File: src/rtl/uart_tx_dev.sv
// uart_tx_dev: memory-mapped 8N1 UART transmitter.
// Bytes queue in a small FIFO; level IRQ when the queue drains.

module uart_tx_dev #(
  parameter logic [31:0] BASE_ADDR = 32'h0000_7F20,
  parameter int          DIV       = 16,
  parameter int          DEPTH     = 4
) (
  input  logic        clk,
  input  logic        reset,
  input  logic [31:0] addr,
  input  logic        we,
  input  logic [3:0]  be,
  input  logic [31:0] wd,
  input  logic [31:0] PC,
  output logic [31:0] RD,
  output logic        IRQ,
  output logic        tx
);

  localparam int AW =
    (DEPTH > 1) ? $clog2(DEPTH) : 1;
  localparam logic [4:0]  FULL_N = 5'(DEPTH);
  localparam logic [15:0] LAST   = 16'(DIV - 1);

  typedef enum logic [1:0] {
    IDLE, START, DATA, STOP
  } state_t;

  state_t        state_q, state_d;
  logic [7:0]    mem [DEPTH];
  logic [AW-1:0] wr_ptr, rd_ptr;
  logic [4:0]    count;
  logic [7:0]    shift;
  logic [2:0]    bit_idx;
  logic [15:0]   baud;
  logic          txen, irqen;
  logic          overflow, pending;
  logic          irq_q, tx_q;

  logic sel_data, sel_stat;
  logic sel_ctrl, sel_rsv;
  logic wr_data, wr_ctrl;
  logic full, empty, busy;
  logic tick, pop, push_ok;
  logic ovf_set, stop_done;

  assign sel_data = addr[3:2] == 2'd0;
  assign sel_stat = addr[3:2] == 2'd1;
  assign sel_ctrl = addr[3:2] == 2'd2;
  assign sel_rsv  = addr[3:2] == 2'd3;

  assign wr_data = we & be[0] & sel_data;
  assign wr_ctrl = we & be[0] & sel_ctrl;

  assign full  = count == FULL_N;
  assign empty = count == 5'd0;
  assign busy  = state_q != IDLE;
  assign tick  = busy && (baud == LAST);

  assign pop = (state_q == IDLE)
             & txen & ~empty;
  // a pop in the same cycle frees a slot
  assign push_ok = wr_data & (~full | pop);
  assign ovf_set = wr_data & full & ~pop;
  assign stop_done =
    (state_q == STOP) & tick;

  always_comb begin
    state_d = state_q;
    unique case (state_q)
      IDLE:  if (pop)  state_d = START;
      START: if (tick) state_d = DATA;
      DATA:
        if (tick && bit_idx == 3'd7)
          state_d = STOP;
      STOP:  if (tick) state_d = IDLE;
      default: state_d = IDLE;
    endcase
  end

  always_ff @(posedge clk) begin
    if (reset) state_q <= IDLE;
    else       state_q <= state_d;
  end

  always_ff @(posedge clk) begin
    if (push_ok) mem[wr_ptr] <= wd[7:0];
  end

  always_ff @(posedge clk) begin
    if (reset) begin
      wr_ptr <= '0;
      rd_ptr <= '0;
      count  <= '0;
    end else begin
      if (push_ok)
        wr_ptr <= wr_ptr + 1'b1;
      if (pop)
        rd_ptr <= rd_ptr + 1'b1;
      if (push_ok && !pop)
        count <= count + 5'd1;
      else if (pop && !push_ok)
        count <= count - 5'd1;
    end
  end

  always_ff @(posedge clk) begin
    if (reset) begin
      baud    <= '0;
      shift   <= '0;
      bit_idx <= '0;
    end else begin
      if (!busy || tick) baud <= '0;
      else baud <= baud + 16'd1;
      if (pop) begin
        shift   <= mem[rd_ptr];
        bit_idx <= '0;
      end else if (state_q == DATA
                   && tick) begin
        shift   <= shift >> 1;
        bit_idx <= bit_idx + 3'd1;
      end
    end
  end

  always_ff @(posedge clk) begin
    if (reset) begin
      txen     <= 1'b0;
      irqen    <= 1'b0;
      overflow <= 1'b0;
      pending  <= 1'b0;
      irq_q    <= 1'b0;
      tx_q     <= 1'b1;
    end else begin
      if (wr_ctrl) begin
        txen  <= wd[0];
        irqen <= wd[1];
      end
      if (wr_ctrl)      overflow <= 1'b0;
      else if (ovf_set) overflow <= 1'b1;
      // clear beats a coincident set
      if (wr_ctrl || push_ok)
        pending <= 1'b0;
      else if (stop_done && empty)
        pending <= 1'b1;
      irq_q <= irqen & pending;
      unique case (state_q)
        START:   tx_q <= 1'b0;
        DATA:    tx_q <= shift[0];
        default: tx_q <= 1'b1;
      endcase
    end
  end

  always_comb begin
    RD = '0;
    unique case (1'b1)
      sel_stat:
        RD = {22'd0, count, pending,
              overflow, empty, full, busy};
      sel_ctrl:
        RD = {30'd0, irqen, txen};
      sel_data: RD = '0;
      sel_rsv:  RD = '0;
      default:  RD = '0;
    endcase
  end

  assign IRQ = irq_q;
  assign tx  = tx_q;

  logic unused_bits;
  assign unused_bits = ^{PC, addr[31:4],
    addr[1:0], be[3:1], wd[31:8],
    BASE_ADDR};

endmodule

File: config.mk
export PLATFORM = sky130hd
export DESIGN_NAME = uart_tx_dev
export DESIGN_NICKNAME = d
export VERILOG_FILES = /design/src/rtl/uart_tx_dev.sv
export SDC_FILE = /design/constraint.sdc
export NUM_CORES = 1
export LEC_CHECK = 0
export ABC_AREA = 1
export CORE_UTILIZATION = 50
export DETAILED_ROUTE_END_ITERATION = 8
export PLACE_DENSITY = 0.87
export SLEW_MARGIN = 20
export SYNTH_ARGS = -nofsm -noshare
export SYNTH_HDL_FRONTEND = slang
export SYNTH_SLANG_ARGS = --single-unit
File: constraint.sdc
create_clock -name clk -period 6.9 [get_ports clk]
set_input_delay 0.69 -clock clk [delete_from_list [all_inputs] [get_ports clk]]
set_output_delay 0.69 -clock clk [all_outputs]
set_load 0.05 [all_outputs]
Word level (Yosys, flattened, before mapping)
Memory sizes are Yosys's and may differ from the RTL's. A register that Yosys moved wholly into a read port is not among the register bits.
Index checks and enable logic that the tools add are counted.
- bits in writable memories: 32
- memories: 1
- output and inout bits: 34
- word-level logic and storage cells: 83
- bits in registers: 44
- input port bits: 103
- bitwise logic cells: 14
- reductions and logical operators: 22
- equality and inequality tests: 12
- mux-type cells: 15
- add/subtract/negate cells: 6
- memories (name ; words ; width ; read ports ; clocked after memory_dff ; write ports ; RTL line ; RTL):
    mem ; 4 ; 8 ; 1 ; 1 ; 1 ; 31 ; logic [7:0] mem [DEPTH];
- operator list (operator ; count):
    case mux 10 bit (2 select lines) ; 1
    adder 16 x 1 -> 16 bit, second input constant ; 1
    equality test 16 x 4 -> 1 bit, second input constant ; 1
    two-way mux 8 bit ; 2
    two-way mux 2 bit ; 6
    bitwise AND 1 bit ; 10
    two-way mux 5 bit ; 2
    != test 2 bit, second input constant ; 4
    case mux 2 bit (4 select lines) ; 1
    OR reduction 2 bit ; 4
    equality test 2 bit, second input constant ; 3
    logical AND 1 bit ; 6
    nonzero test 2 bit ; 3
    adder 5 x 1 -> 5 bit, second input constant ; 1
    equality test 5 x 3 -> 1 bit, second input constant ; 1
    logical NOT 5 bit ; 1
    subtractor 5 x 1 -> 5 bit, second input constant ; 1
    adder 2 x 1 -> 2 bit, second input constant ; 2
    equality test 2 x 1 -> 1 bit, second input constant ; 2
    logical NOT 2 bit ; 2
    AND reduction 4 bit ; 1
    adder 3 x 1 -> 3 bit, second input constant ; 1
    equality test 3 bit, second input constant ; 1
    logical NOT 1 bit ; 3
    5 further kinds ; 9

Depth between registers and ports, before layout
- word-level depth: 9
- mapped depth: 15
- gate-level depth less buffers: 15

Least setup slack after synthesis
No wires, ideal clock.
- path type: input to output
- start: input port addr[3]
- end: output port RD[1]
- setup slack: 4.183 ns
- cell stages on the path: 5
- data arrival time: 2.027 ns
- required time: 6.210 ns
- path buffers: 1
- cells stage by stage: inv_1 > ha_1 > clkbuf_1 > nand4_1 > a21oi_1
- cells in the longest elaborated chain, start to end: 2
- elaborated cells on any way between the ends: 3
- classes of those cells: 2 x eq/ne; 1 x mux
- ends and longest elaborated chain (item ; RTL line ; RTL):
    from (decl) ; 11 ; input logic [31:0] addr,
    equality test 2 bit or equality test 2 x 1 -> 1 bit (tied branches) ; 50, 49 ;
    case mux 10 bit (2 select lines) * ; 158 ; unique case (1'b1)
    to (decl) ; 16 ; output logic [31:0] RD,
Every way passes the cells marked *; elsewhere a longest branch is shown, timed or not.

Worst setup path after layout
Ends and elaborated chain as after synthesis.

==> flow_summary_export.csv <==
group,metric,value,unit
run_status,status,"completed",
synthesis,synth_top_family_by_area,"simple AND/OR/NAND/NOR gates",
critical_path,cp_slowest_cell,"clkdlybuf4s50_1",
synthesis,ys_types,40,
synthesis,muxShareOfSynthArea,0,%
placed_design,routabilityCongestion,0.875,
clocking,cts_resized,0,
finish,nets,652,
synthesis,synthSimpleGateAreaFrac,25.6,%
pwr,total_power,1.03,mW
routing,vias,3066,
timing,final.setup_skew,0.0132,ns
synthesis,synth_top_area_share,23.7,%
finish,fin_util,57.4,%
critical_path,required,6.21,ns
clocking,clock-sinks,78,
critical_path,critical_path_class,"in -> out",
critical_path,critPathTopFamily,"buffers and inverters",
flow_run,maxCapViolations,0,
critical_path,critical_path_arrival,2.70,ns
routing,drtIter0Drc,190,
floorplan,die_area,8470,um2
clocking,cts_setup_buffers,0,
finish,fillers,693,
floorplan,rows,32,
synthesis,async_reset_ff_share,0,%
timing,fmax,0.295,GHz
timing,post-route-period-util,49.1,%
clocking,clock_latency,0.36,ns
timing,timing.final.max_slew_violations,0,
clocking,htree_levels,3,
critical_path,cp.depth,6,
timing,period_needed,3.39,ns
critical_path,critPathBufInv,3,
synthesis,yosysMostFrequentCell,"nand2_1",
placed_design,io_buffers,25,
critical_path,critPathLaunchType,"input port",
synthesis,ys.flop_type,"dfxtp_1",
synthesis,yosys.area_share.adder,6.36,%
finish,area_growth,10.1,%
routing,route.met3.wl,344,um
clocking,cts-root-buf,"clkbuf_8",
floorplan,chipHeight,92.0,um
routing,first_pass_iters,4,
clocking,clkTransAtPathRegs,0.08,ns
synthesis,ys_seq_area_share,46.4,%
grt,grt_overflow,0,
routing,drc,0,
synthesis,synth-xor-area-share,1.08,%
synthesis,synth_largest_area_cell,"edfxtp_1",
synthesis,syn_area_per_cell,8.02,um2
routing,drt-met1-wl,3360,um
critical_path,path_max_fanout,10,
timing,rsz0062_at_grt,"no",
pwr,vdd.ir_drop.worst,0.207,mV
critical_path,cpPeakStageDelay,0.82,ns
timing,setup_viol,0,
routing,antenna_left,0,
timing,tns,0,ns
synthesis,synth_commonest_cells,"nand2_1 (116), inv_1 (76), nor2_1 (60)",
floorplan,dieWidth,92.0,um
floorplan,ios,137,
synthesis,synth_seq_cells,78,
routing,top_layer_used,"met4",
clocking,clock_path_buffers,2,
floorplan,start_util,52.2,%
timing,maxSlewHeadroom,48.4,%
synthesis,synth_edf_count,32,
critical_path,crit_top_cell,"clkdlybuf4s50_1",
grt,grt_pass1_wl,12800,um
placed_design,dp_hpwl,5250,um
clocking,cts_tree,"built",
synthesis,syn_inst,505,
synthesis,synth_area,4050,um2
clocking,cts_buffers,9,
grt,grt_max_degree,21,
finish,num_antenna_cells,0,
critical_path,rr_worst_depth,15,
pwr,p_per_area,231,nW/um2
synthesis,synth_compound_area_share,7.16,%
routing,avgRoutedWirePerCell,11.5,um
timing,hold_violations,0,
timing,tightest_slew,0.771,ns
critical_path,path_cells,"clkdlybuf4s50_1, inv_1, ha_1, nand4_1, a21oi_1, clkdlybuf4s50_1",
synthesis,synth.yosys.warnings,0,
routing,vias_per_cell,4.82,
synthesis,yosys-top-cells-area,"edfxtp_1 (24%), dfxtp_1 (23%), nand2_1 (11%), inv_1 (7.0%), ha_1 (5.9%)",
worst_hold_path,whs_path_depth,2,
routing,routed_wl,7300,um
grt,grt_pass1_vias,2892,
finish,drive_gt1_share,7.49,%
critical_path,setup.worst_path.end_class,"output port",
worst_hold_path,hp-class,"reg -> reg",
grt,grt_usage,19.1,%
clocking,ctsHoldBuffers,0,
floorplan,core_area,7770,um2
pwr,p_leak,2.01,nW
grt,antenna_found_initial,0,
routing,dr_wl_met2,3510,um
## worst min-delay path: stages (launching register included)
cell	delay (ns)
dfxtp_1	0.32
inv_1	0.07
nor3_1	0.05
## per-layer routing
metal	up-vias	track usage [%]
li1	1593	-
met1	1397	23.6
met2	69	32.5
met3	7	5.56
met4	0	5.34
met5	-	0
## where the power goes
group	switching, mW	internal [mW]	leakage, nW
combinational	0.139	0.0610	1.26
sequential	0.0131	0.495	0.660
clock	0.184	0.137	0.0888
## cells in the final DEF, fill, tap and decap left out, types with 2 or more instances in the layout
cell	synthesis	routed
nand2_1	116	116
inv_1	76	76
nor2_1	60	60
dfxtp_1	46	46
edfxtp_1	32	32
nand3_1	26	26
a21oi_1	26	26
clkdlybuf4s50_1	0	25
conb_1	1	22
ha_1	19	19
o21ai_0	14	14
clkbuf_8	0	9
nand4_1	6	6
nor3_1	5	5
nor2_2	4	4
nand2_2	4	4
xor2_1	4	4
nand3_2	3	3
inv_2	3	3
inv_6	0	3
clkinv_1	2	2
o21ai_1	2	2
nor3b_2	2	2
o21a_1	2	2
or2_0	2	2
a21oi_2	2	2
or2_2	2	2
o211ai_1	2	2
clkinvlp_4	0	2
## state kept, by name, summed over array words and instances (netlist names), named ones only
signal / flops
txen: 1
state_q: 2
irqen: 1
mem: 32
IRQ: 1
wr_ptr: 2
count: 5
pending: 1
rd_ptr: 2
baud: 16
overflow: 1
bit_idx: 3
shift: 8
tx: 1
## layout make-up
type	instances	area, um2	share of cell area [%]
clock inverters	7	61.3	1.37
clock buffers	9	124	2.78
multi-input cells	334	1710	38.4
repair buffers	25	250	5.61
flip-flops and latches	78	1880	42.2
well taps	102	128	2.86
inverters	81	304	6.82
## metrics by stage
stage / std cells / hold slack (ns) / area (um2) / worst slack, ns
4_1_cts: 636 / 0.478 / 4460 / 3.49
6_report: 636 / 0.479 / 4460 / 3.51
5_1_grt: 636 / 0.493 / 4460 / 3.34
3_5_place_dp: 620 / 0.461 / 4280 / 3.50
3_3_place_gp: 620 / 0.444 / 4280 / 3.54
2_1_floorplan: 526 / 0.420 / 4130 / 4.18
## cells by family (layout without fill, tap and decap cells)
logic type / Yosys count / in the layout
AOI/OAI and AO/OA: 52 / 52
xor gates and xnor gates: 5 / 5
adders and majority gates: 20 / 20
buffers and inverters: 114 / 122
DFF: 78 / 78
other: 1 / 22
and+or+nand+nor: 235 / 235
## final timing paths
path                           start               endpoint  slack, ns
max reg2reg  state_q[0]$_SDFFE_PP0P_  count[4]$_SDFFE_PP0P_       4.09
min             pending$_SDFFE_PP0P_         IRQ$_SDFF_PP0_       0.48
min reg2reg     pending$_SDFFE_PP0P_         IRQ$_SDFF_PP0_       0.48
max                          addr[3]                  RD[1]       3.51
Power figures use the tool's default switching activity.
